--- src/rtl/multi_debouncer_pkg.sv ---
// Shared constants for the multi-channel debouncer: default counter width,
// synchroniser depth and the terminal-count helper.
package multi_debouncer_pkg;

    localparam int unsigned DEBOUNCE_CNT_WIDTH_DEF = 2;
    localparam int unsigned SYNC_DEPTH             = 2;

    // Last counter value before a commit: 2**width - 1.
    function automatic int unsigned term_count(input int unsigned width);
        return (32'd1 << width) - 32'd1;
    endfunction

endpackage

--- src/rtl/debounce_channel.sv ---
// Single-bit debouncer: stability counter, commit of the filtered level and
// registered one-cycle rise/fall strobes.
module debounce_channel
    import multi_debouncer_pkg::*;
#(
    parameter int unsigned p_CNT_WIDTH  = DEBOUNCE_CNT_WIDTH_DEF,
    parameter logic        p_INIT_VALUE = 1'b0
) (
    input  logic clk,
    input  logic rst_n,
    input  logic sample,
    output logic level,
    output logic rise,
    output logic fall
);

    localparam logic [p_CNT_WIDTH-1:0] TERM = p_CNT_WIDTH'(term_count(p_CNT_WIDTH));

    logic [p_CNT_WIDTH-1:0] cnt;

    // The terminal value always commits or clears, so the counter never wraps.
    always_ff @(posedge clk or negedge rst_n) begin
        if (!rst_n) begin
            level <= p_INIT_VALUE;
            cnt   <= '0;
            rise  <= 1'b0;
            fall  <= 1'b0;
        end else begin
            rise <= 1'b0;
            fall <= 1'b0;
            if (sample == level) begin
                cnt <= '0;
            end else if (cnt == TERM) begin
                level <= sample;
                cnt   <= '0;
                rise  <= sample;
                fall  <= ~sample;
            end else begin
                cnt <= cnt + 1'b1;
            end
        end
    end

endmodule

--- src/rtl/multi_debouncer.sv ---
// Parametrised multi-channel debouncer top. Optional input synchroniser is
// enabled with the MULTI_DEBOUNCER_SYNC_EN macro.
module multi_debouncer
    import multi_debouncer_pkg::*;
#(
    parameter int unsigned          p_CH_CNT     = 4,
    parameter int unsigned          p_CNT_WIDTH  = DEBOUNCE_CNT_WIDTH_DEF,
    parameter logic [p_CH_CNT-1:0]  p_INIT_VALUE = '0
) (
    input  logic                i_clk,
    input  logic                i_rst_n,
    input  logic [p_CH_CNT-1:0] i_in,
    output logic [p_CH_CNT-1:0] o_out,
    output logic [p_CH_CNT-1:0] o_rise,
    output logic [p_CH_CNT-1:0] o_fall,
    output logic                o_changed
);

    logic [p_CH_CNT-1:0] sample;

`ifdef MULTI_DEBOUNCER_SYNC_EN
    logic [p_CH_CNT-1:0] sync_q [SYNC_DEPTH];

    // Reset to the initial level so release does not start a spurious count.
    always_ff @(posedge i_clk or negedge i_rst_n) begin
        if (!i_rst_n) begin
            for (int unsigned i = 0; i < SYNC_DEPTH; i++) begin
                sync_q[i] <= p_INIT_VALUE;
            end
        end else begin
            sync_q[0] <= i_in;
            for (int unsigned i = 1; i < SYNC_DEPTH; i++) begin
                sync_q[i] <= sync_q[i-1];
            end
        end
    end

    assign sample = sync_q[SYNC_DEPTH-1];
`else
    assign sample = i_in;
`endif

    for (genvar k = 0; k < p_CH_CNT; k++) begin : g_ch
        debounce_channel #(
            .p_CNT_WIDTH  (p_CNT_WIDTH),
            .p_INIT_VALUE (p_INIT_VALUE[k])
        ) u_ch (
            .clk    (i_clk),
            .rst_n  (i_rst_n),
            .sample (sample[k]),
            .level  (o_out[k]),
            .rise   (o_rise[k]),
            .fall   (o_fall[k])
        );
    end

    assign o_changed = |(o_rise | o_fall);

endmodule

--- config.mk ---
export PLATFORM = sky130hd
export DESIGN_NAME = multi_debouncer
export DESIGN_NICKNAME = d
export VERILOG_FILES = /design/src/rtl/multi_debouncer_pkg.sv /design/src/rtl/debounce_channel.sv /design/src/rtl/multi_debouncer.sv
export SDC_FILE = /design/constraint.sdc
export NUM_CORES = 1
export LEC_CHECK = 0
export ABC_AREA = 1
export CORE_AREA = 8 8 55 57
export CTS_CLUSTER_DIAMETER = 80
export CTS_CLUSTER_SIZE = 16
export DETAILED_ROUTE_END_ITERATION = 8
export DIE_AREA = 0 0 63 65
export GPL_TIMING_DRIVEN = 0
export MAX_ROUTING_LAYER = met4
export PLACE_DENSITY = 0.68
export SLEW_MARGIN = 20
export SYNTH_ARGS = -nofsm -noshare
export SYNTH_HDL_FRONTEND = slang
export SYNTH_HIERARCHICAL = 1
export SYNTH_SLANG_ARGS = --single-unit
--- constraint.sdc ---
create_clock -name i_clk -period 2.3 [get_ports i_clk]
set_clock_uncertainty 0.15 [all_clocks]
set_input_delay 0.46 -clock i_clk [delete_from_list [all_inputs] [get_ports i_clk]]
set_output_delay 0.46 -clock i_clk [all_outputs]
set_load 0.02 [all_outputs]
== After elaboration in Yosys (flattened, before gate mapping) ==
Cells that the tools add are included.
Storage, ports and cells
  flip-flop bits (word level): 20
  output and inout port bits: 13
  word-level logic and storage cells: 66
  input port bits: 6
Cells by class
  muxes and demuxes: 24
  reduce and logical (&&, ||, !) cells: 5
  equal/unequal tests: 8
  bitwise logic cells: 9
  add/sub/neg operators: 4
Operators with widths (count)
  1-bit two-way mux: 16
  2-bit two-way mux: 8
  2-bit by 1-bit adder with 2-bit output (second input constant): 4
  2-bit equality test (second input constant): 4
  1-bit inverter: 8
  2-bit AND reduction: 4
  1-bit equality test: 4
  4-bit OR: 1
  4-bit OR reduction: 1

== Depth between registers and ports, before layout ==
Gate-level depths: netlist (run 1).
  depth after elaboration: 3
  mapped depth: 4

== Modules after synthesis ==
The synthesis (run 1) kept the hierarchy.
By module, submodules not included
  debounce_channel: sequential area each 125.1 um2, cells an instance 20, area an instance 196.4 um2, times used 4
  multi_debouncer: sequential area each 0.0 um2, cells an instance 15, area an instance 56.3 um2, times used 1

== Worst setup path after synthesis (run 1) ==
No wires, ideal clock.
  path type: flip-flop to output port
  start: register g_ch[2].u_ch.rise
  end: output o_changed
  required time: 1.690 ns
  cell stages (with the launch flop): 5
  arrival time: 0.776 ns
  slack: 0.914 ns
  path through: dfrtp_1 -> inv_1 -> nand2_1 -> nor2_1 -> nand2_1
Between the ends
  cells in the longest elaborated chain, start to end: 2
RTL lines
  from (decl): RTL line debounce_channel.sv:13  | output logic rise,
  from (signal assigned): RTL line debounce_channel.sv:36  | rise <= sample;
  4-bit OR: RTL line multi_debouncer.sv:57  | assign o_changed = |(o_rise | o_fall);
  4-bit OR reduction: RTL line multi_debouncer.sv:57
  to (decl): RTL line multi_debouncer.sv:16  | output logic o_changed
Every way passes these cells.

== Worst setup path after layout (run 1) ==
  start: register g_ch[2].u_ch.fall
  end: output o_changed
Between the ends
  cells in the longest elaborated chain, start to end: 2
RTL lines
  from (decl): RTL line debounce_channel.sv:14  | output logic fall
  from (signal assigned): RTL line debounce_channel.sv:37  | fall <= ~sample;
  4-bit OR: RTL line multi_debouncer.sv:57
  4-bit OR reduction: RTL line multi_debouncer.sv:57
Every way passes these cells.

==> impl_metrics.ini, run 1 <==
[cts]
clockBufferDepth = 2
post_cts_resized = 0
cts_buffers = 3
holdBufCountCts = 0
cts_sinks = 20
cts_root_buffer = clkbuf_4
post-cts-setup-buffer-count = 0
cts_tree = built
clock_latency_ns = 0.29
clk_pin_slew_worst_paths_ns = 0.10
cts_max_level = 1

[sta]
hold_viol_final = 0
setup-violations-final = 0
setup_ws_ns = 0.218
grt_setup_unrepaired = no
max_slew_margin_pct = 44.0
worst-slew-pin-transition_ns = 0.838
fin_crit_sh_pct = 90.5
finalCriticalPeriod_ns = 2.08
fmax_mhz = 480
finalMaxSlewViolations = 0
setup-tns-final_ns = 0

[place]
gp_congestion = 0.730
place_hpwl_um = 1100
dp_slack_ns = 0.530
dp_cells = 141
port_buffers = 18

[routing]
wl_per_cell_um = 9.40
drt-initial-drc-count = 19
vias = 612
drt_pass1_iterations = 6
drt-total-wl_um = 1350
avgViaCountPerCell = 4.25
postRouteAntennaNets = 0
drc = 0

[job]
max-cap-violations = 0

[power]
max-vdd-ir-drop_v = 0.000419
total_power_uw = 1110
leakage_uw = 0.000563
power_density_nw_per_um2 = 1030

[synth]
syn_area_um2 = 842
synth_nets = 105
ys_seq_elements = 20
avgSynthCellArea_um2 = 8.86
synthCells = 95
synthDistinctLibCells = 8
yosysTopAreaCellShare_pct = 59.4
ys_top_cells_by_area = dfrtp_1, inv_1, nand2_1
ys_warn_count = 6
yosysSeqAreaShare_pct = 59.4
yosysTopAreaCell = dfrtp_1

[floorplan]
die_width_um = 63
rows = 17
die_h_um = 65
die_area_um2 = 4100
ios = 19
core-area_um2 = 2150
initial_core_util_pct = 39.2

[setup_path]
path_max_fanout = 2
critical_path_class = flip-flop to output port
r2r_start = g_ch[2].u_ch/cnt[0]
critPathRequiredTime_ns = 1.69
end_kind = output port
startpoint_type = flip-flop
worstSetupStartpoint = g_ch[2].u_ch/fall
worst_ep_arrival_time_ns = 1.47

[grt]
grt_pass1_wl_um = 2560
antenna_found_initial = 0
grt_pass1_vias = 636
grt_overflow = 0
grt.total_usage_pct = 7.88
grt_max_degree = 21

[layout]
area_growth_pct = 28.2
multi_input_area_um2 = 236
nets = 128
instances_no_fill = 144
fillers = 196
seqCellArea_um2 = 500
n_antenna_cell = 0
fin_util_pct = 50.3
drive_above_1_share_pct = 6.03

[hold_path]
hold_class = flip-flop to flip-flop
min-delay-start = g_ch[1].u_ch/cnt[0]

[status]
status = completed
cell usage in the layout (no fill, tap or decap):
| cell type | n |
|---|---|
| a21oi_1 | 8 |
| clkbuf_4 | 3 |
| clkdlybuf4s50_1 | 18 |
| dfrtp_1 | 20 |
| ha_1 | 4 |
| inv_1 | 28 |
| nand2_1 | 17 |
| nand2_2 | 4 |
| nor2_1 | 10 |
| o21ai_0 | 4 |
final timing paths:
path                                  endpoint  cells after the start  slack (ns)
min                        g_ch[1].u_ch/cnt[0]                      3        0.36
max                                  o_changed                      5        0.22
min in group asynchronous   g_ch[3].u_ch/level                      1        0.49
min reg2reg                g_ch[1].u_ch/cnt[0]                      3        0.36
max reg2reg                g_ch[2].u_ch/cnt[0]                      4        1.20
max in group asynchronous    g_ch[1].u_ch/rise                      1        0.99
power by group:
group,internal (uW),switching (uW)
Clock,60.8,94.4
Sequential,461,62.6
Combinational,191,244
Total,713,401
metal layers:
layer | global-route usage, % | routed length (um) | up-vias
met3 | 2.23 | 77 | 2
met1 | 8.19 | 598 | 279
met5 | - | 0 | -
met4 | 5.98 | 27 | 0
met2 | 12.5 | 650 | 13
li1 | - | - | 318
cell type report:
class                      instances  area share, %
inverter                          28           9.73
clock buffer                       3           2.09
tap                               28           3.24
sequential                        20           46.3
timing repair buffer              18           16.7
multi-input combinational         47           21.9
cells by family (layout without fill, tap and decap cells):
kind of cell	Yosys count	after routing	synth area share (%)
simple gates	31	31	15.0
buf+inv	28	49	12.5
flops	20	20	59.4
compound gates	12	12	7.13
fa+ha+maj	4	4	5.94
synth_stat cells:
cell,instances
a21oi_1,8
dfrtp_1,20
ha_1,4
inv_1,28
nand2_1,17
nand2_2,4
nor2_1,10
o21ai_0,4
flip-flops by register name (all words and copies together) (netlist names):
name	cells
g_ch.u_ch/rise	4
g_ch.u_ch/cnt	8
g_ch.u_ch/fall	4
g_ch.u_ch/level	4
worst max-delay path, stage by stage (launching register included):
cell and delay [ns]:
dfrtp_1 0.39, inv_1 0.05, nand2_1 0.05, nor2_1 0.10, nand2_1 0.05, clkdlybuf4s50_1 0.53
stage by stage:
stage               hold slack, ns  area, um2
floorplan                   0.0144        842
global placement             0.342       1060
detailed placement           0.356       1060
finish                       0.362       1080
CTS                          0.370       1080
global route                 0.399       1080
Note: power is estimated with default switching activity, not from simulation.
==> inputs of run 2 (changes only) <==
SETUP_SLACK_MARGIN = 0.4   (was not set)
==> run 2 against run 1 <==
  * Total power decreased by 3.0%
  * Sequential share of layout area down 0.32 points
  * Sequential power about the same
  * Non-clock buffer count stayed put
  * Sequential cell count unchanged
  * Worst setup slack better by 0.23 ns
  * Clock-buffer cell count unchanged
  * Utilization grew 0.35 points
  * Via count is 0.16% higher
  * Highest routed layer unchanged
==> impl_metrics.ini, run 2 (synthesis gave the netlist of run 1 again) <==
[layout]
top_register = g_ch.u_ch/cnt
largest_reg_flops = 8
layout_commonest_cell = inv_1
fillers = 192
area_growth_pct = 29.1
final_cell_mix = inv_1, dfrtp_1, nand2_1
nets = 128
drive_above_1_share_pct = 6.90
n_antenna_cell = 0

[hold_path]
min-delay-start = g_ch[1].u_ch/cnt[0]
whs_path_depth = 3
hold_class = flip-flop to flip-flop
whs_endpoint = g_ch[1].u_ch/cnt[0]

[routing]
drt_pass1_iterations = 6
avgViaCountPerCell = 4.26
top_layer_used = met4
drc = 0
drt-initial-drc-count = 14
vias = 613
drt-total-wl_um = 1370
wl_met1_um = 609
met3_length_um = 78
postRouteAntennaNets = 0
wl_per_cell_um = 9.50
wl_met2_um = 653

[grt]
grt_overflow = 0
grt.total_usage_pct = 7.88
grt_pass1_wl_um = 2560
antenna_found_initial = 0
grt_pass1_vias = 636
grt_max_degree = 21

[status]
status = completed

[setup_path]
critical_path_class = flip-flop to output port
reg2regPathDepth = 4
startpoint_type = flip-flop
r2r_start = g_ch[2].u_ch/cnt[0]
critPathRequiredTime_ns = 1.69
worst_ep_arrival_time_ns = 1.24
path_depth = 1
end_kind = output port
worstPathCellList = clkdlybuf4s50_1
crit_buf_inv = 1
cpPeakStageDelay_ns = 0.60
worstReg2RegEnd = g_ch[2].u_ch/cnt[0]
critical_path.slowest_cell = clkdlybuf4s50_1
r2r_slack_ns = 1.20
path_max_fanout = 2
crit_family = buffers and inverters

[power]
max-vdd-ir-drop_v = 0.000384
p_int_uw = 681
p_comb_share_pct = 37.3
power_frac_seq_pct = 48.3
p_sw_share_pct = 37.0
power_density_nw_per_um2 = 994
power_frac_clock_pct = 14.4
switchingPower_uw = 400
leakage_uw = 0.000701

[cts]
cts_sinks = 20
cts_buffers = 3
cts_root_buffer = clkbuf_4
clk_pin_slew_worst_paths_ns = 0.10
holdBufCountCts = 0
clock_latency_ns = 0.29
clockBufferDepth = 2
cts_max_level = 1
cts_tree = built

[job]
max-cap-violations = 0

[place]
gp_congestion = 0.730
place_hpwl_um = 1100
port_buffers = 18

[sta]
setup-violations-final = 0
hold_viol_final = 0
finalMaxSlewViolations = 0
fmax_mhz = 540
hold_ws_ns = 0.362
finalCriticalPeriod_ns = 1.85
worst-slew-pin-transition_ns = 0.838
fin_crit_sh_pct = 80.6
grt_setup_unrepaired = no
setup-tns-final_ns = 0
max_slew_margin_pct = 44.0

[floorplan]
core-area_um2 = 2150
initial_core_util_pct = 39.2
die_width_um = 63
rows = 17
die_h_um = 65
die_area_um2 = 4100
ios = 19
## run 2: metrics by stage
step / worst slack, ns / utilization [%] / instances / instance area [um2] / power (uW)
2_1_floorplan: 0.914 / - / 95 / 842 / 804
3_3_place_gp: 0.536 / 49.2 / 141 / 1060 / 953
3_5_place_dp: 0.530 / 49.2 / 141 / 1060 / 977
4_1_cts: 0.409 / 50.0 / 144 / 1070 / 1100
5_1_grt: 0.405 / 50.6 / 144 / 1090 / 1190
6_report: 0.447 / 50.6 / 144 / 1090 / 1080
## run 2: worst max-delay path by stage
stage	startpoint	end	slack (ns)
final	g_ch[3].u_ch/fall	o_fall[3]	0.45
after global routing	g_ch[3].u_ch/fall	o_fall[3]	0.40
after CTS	g_ch[2].u_ch/fall	o_fall[2]	0.41
after detailed placement	g_ch[2].u_ch/rise	o_changed	0.53
after global placement	g_ch[2].u_ch/rise	o_changed	0.54
after floorplan	g_ch[2].u_ch/rise	o_changed	0.91
## run 2: worst min-delay path, stage by stage, from the launching register on
cell	delay, ns
dfrtp_1	0.35
inv_1	0.04
nand2_1	0.05
a21oi_1	0.04
## run 2: final cells by class
cell class                 count  area, um2  area share (%)
sequential                    20        500            46.0
tap                           28       35.0            3.22
clock buffer                   3       22.5            2.07
inverter                      28        105            9.67
multi-input combinational     47        236            21.7
timing repair buffer          18        188            17.3
## run 2: power groups by stage
stage / Combinational (uW) / Sequential (uW) / Clock (uW)
global placement: 425 / 528 / 0
detailed placement: 441 / 536 / 0
floorplan: 227 / 577 / 0
global route: 471 / 539 / 180
CTS: 414 / 526 / 162
finish: 403 / 522 / 155
## run 2: timing repair
| item | 4_1_cts | 5_1_grt |
|---|---|---|
| resized for setup | 5 | 9 |
| pin swaps | 0 | 0 |
| setup endpoints to repair | 5 | 8 |
| setup buffers | 0 | 0 |
## run 2: per-layer routing
metal	up-vias	GRT usage (%)
met3	2	2.23
li1	319	-
met1	279	8.19
met5	-	-
met4	0	5.98
met2	13	12.5
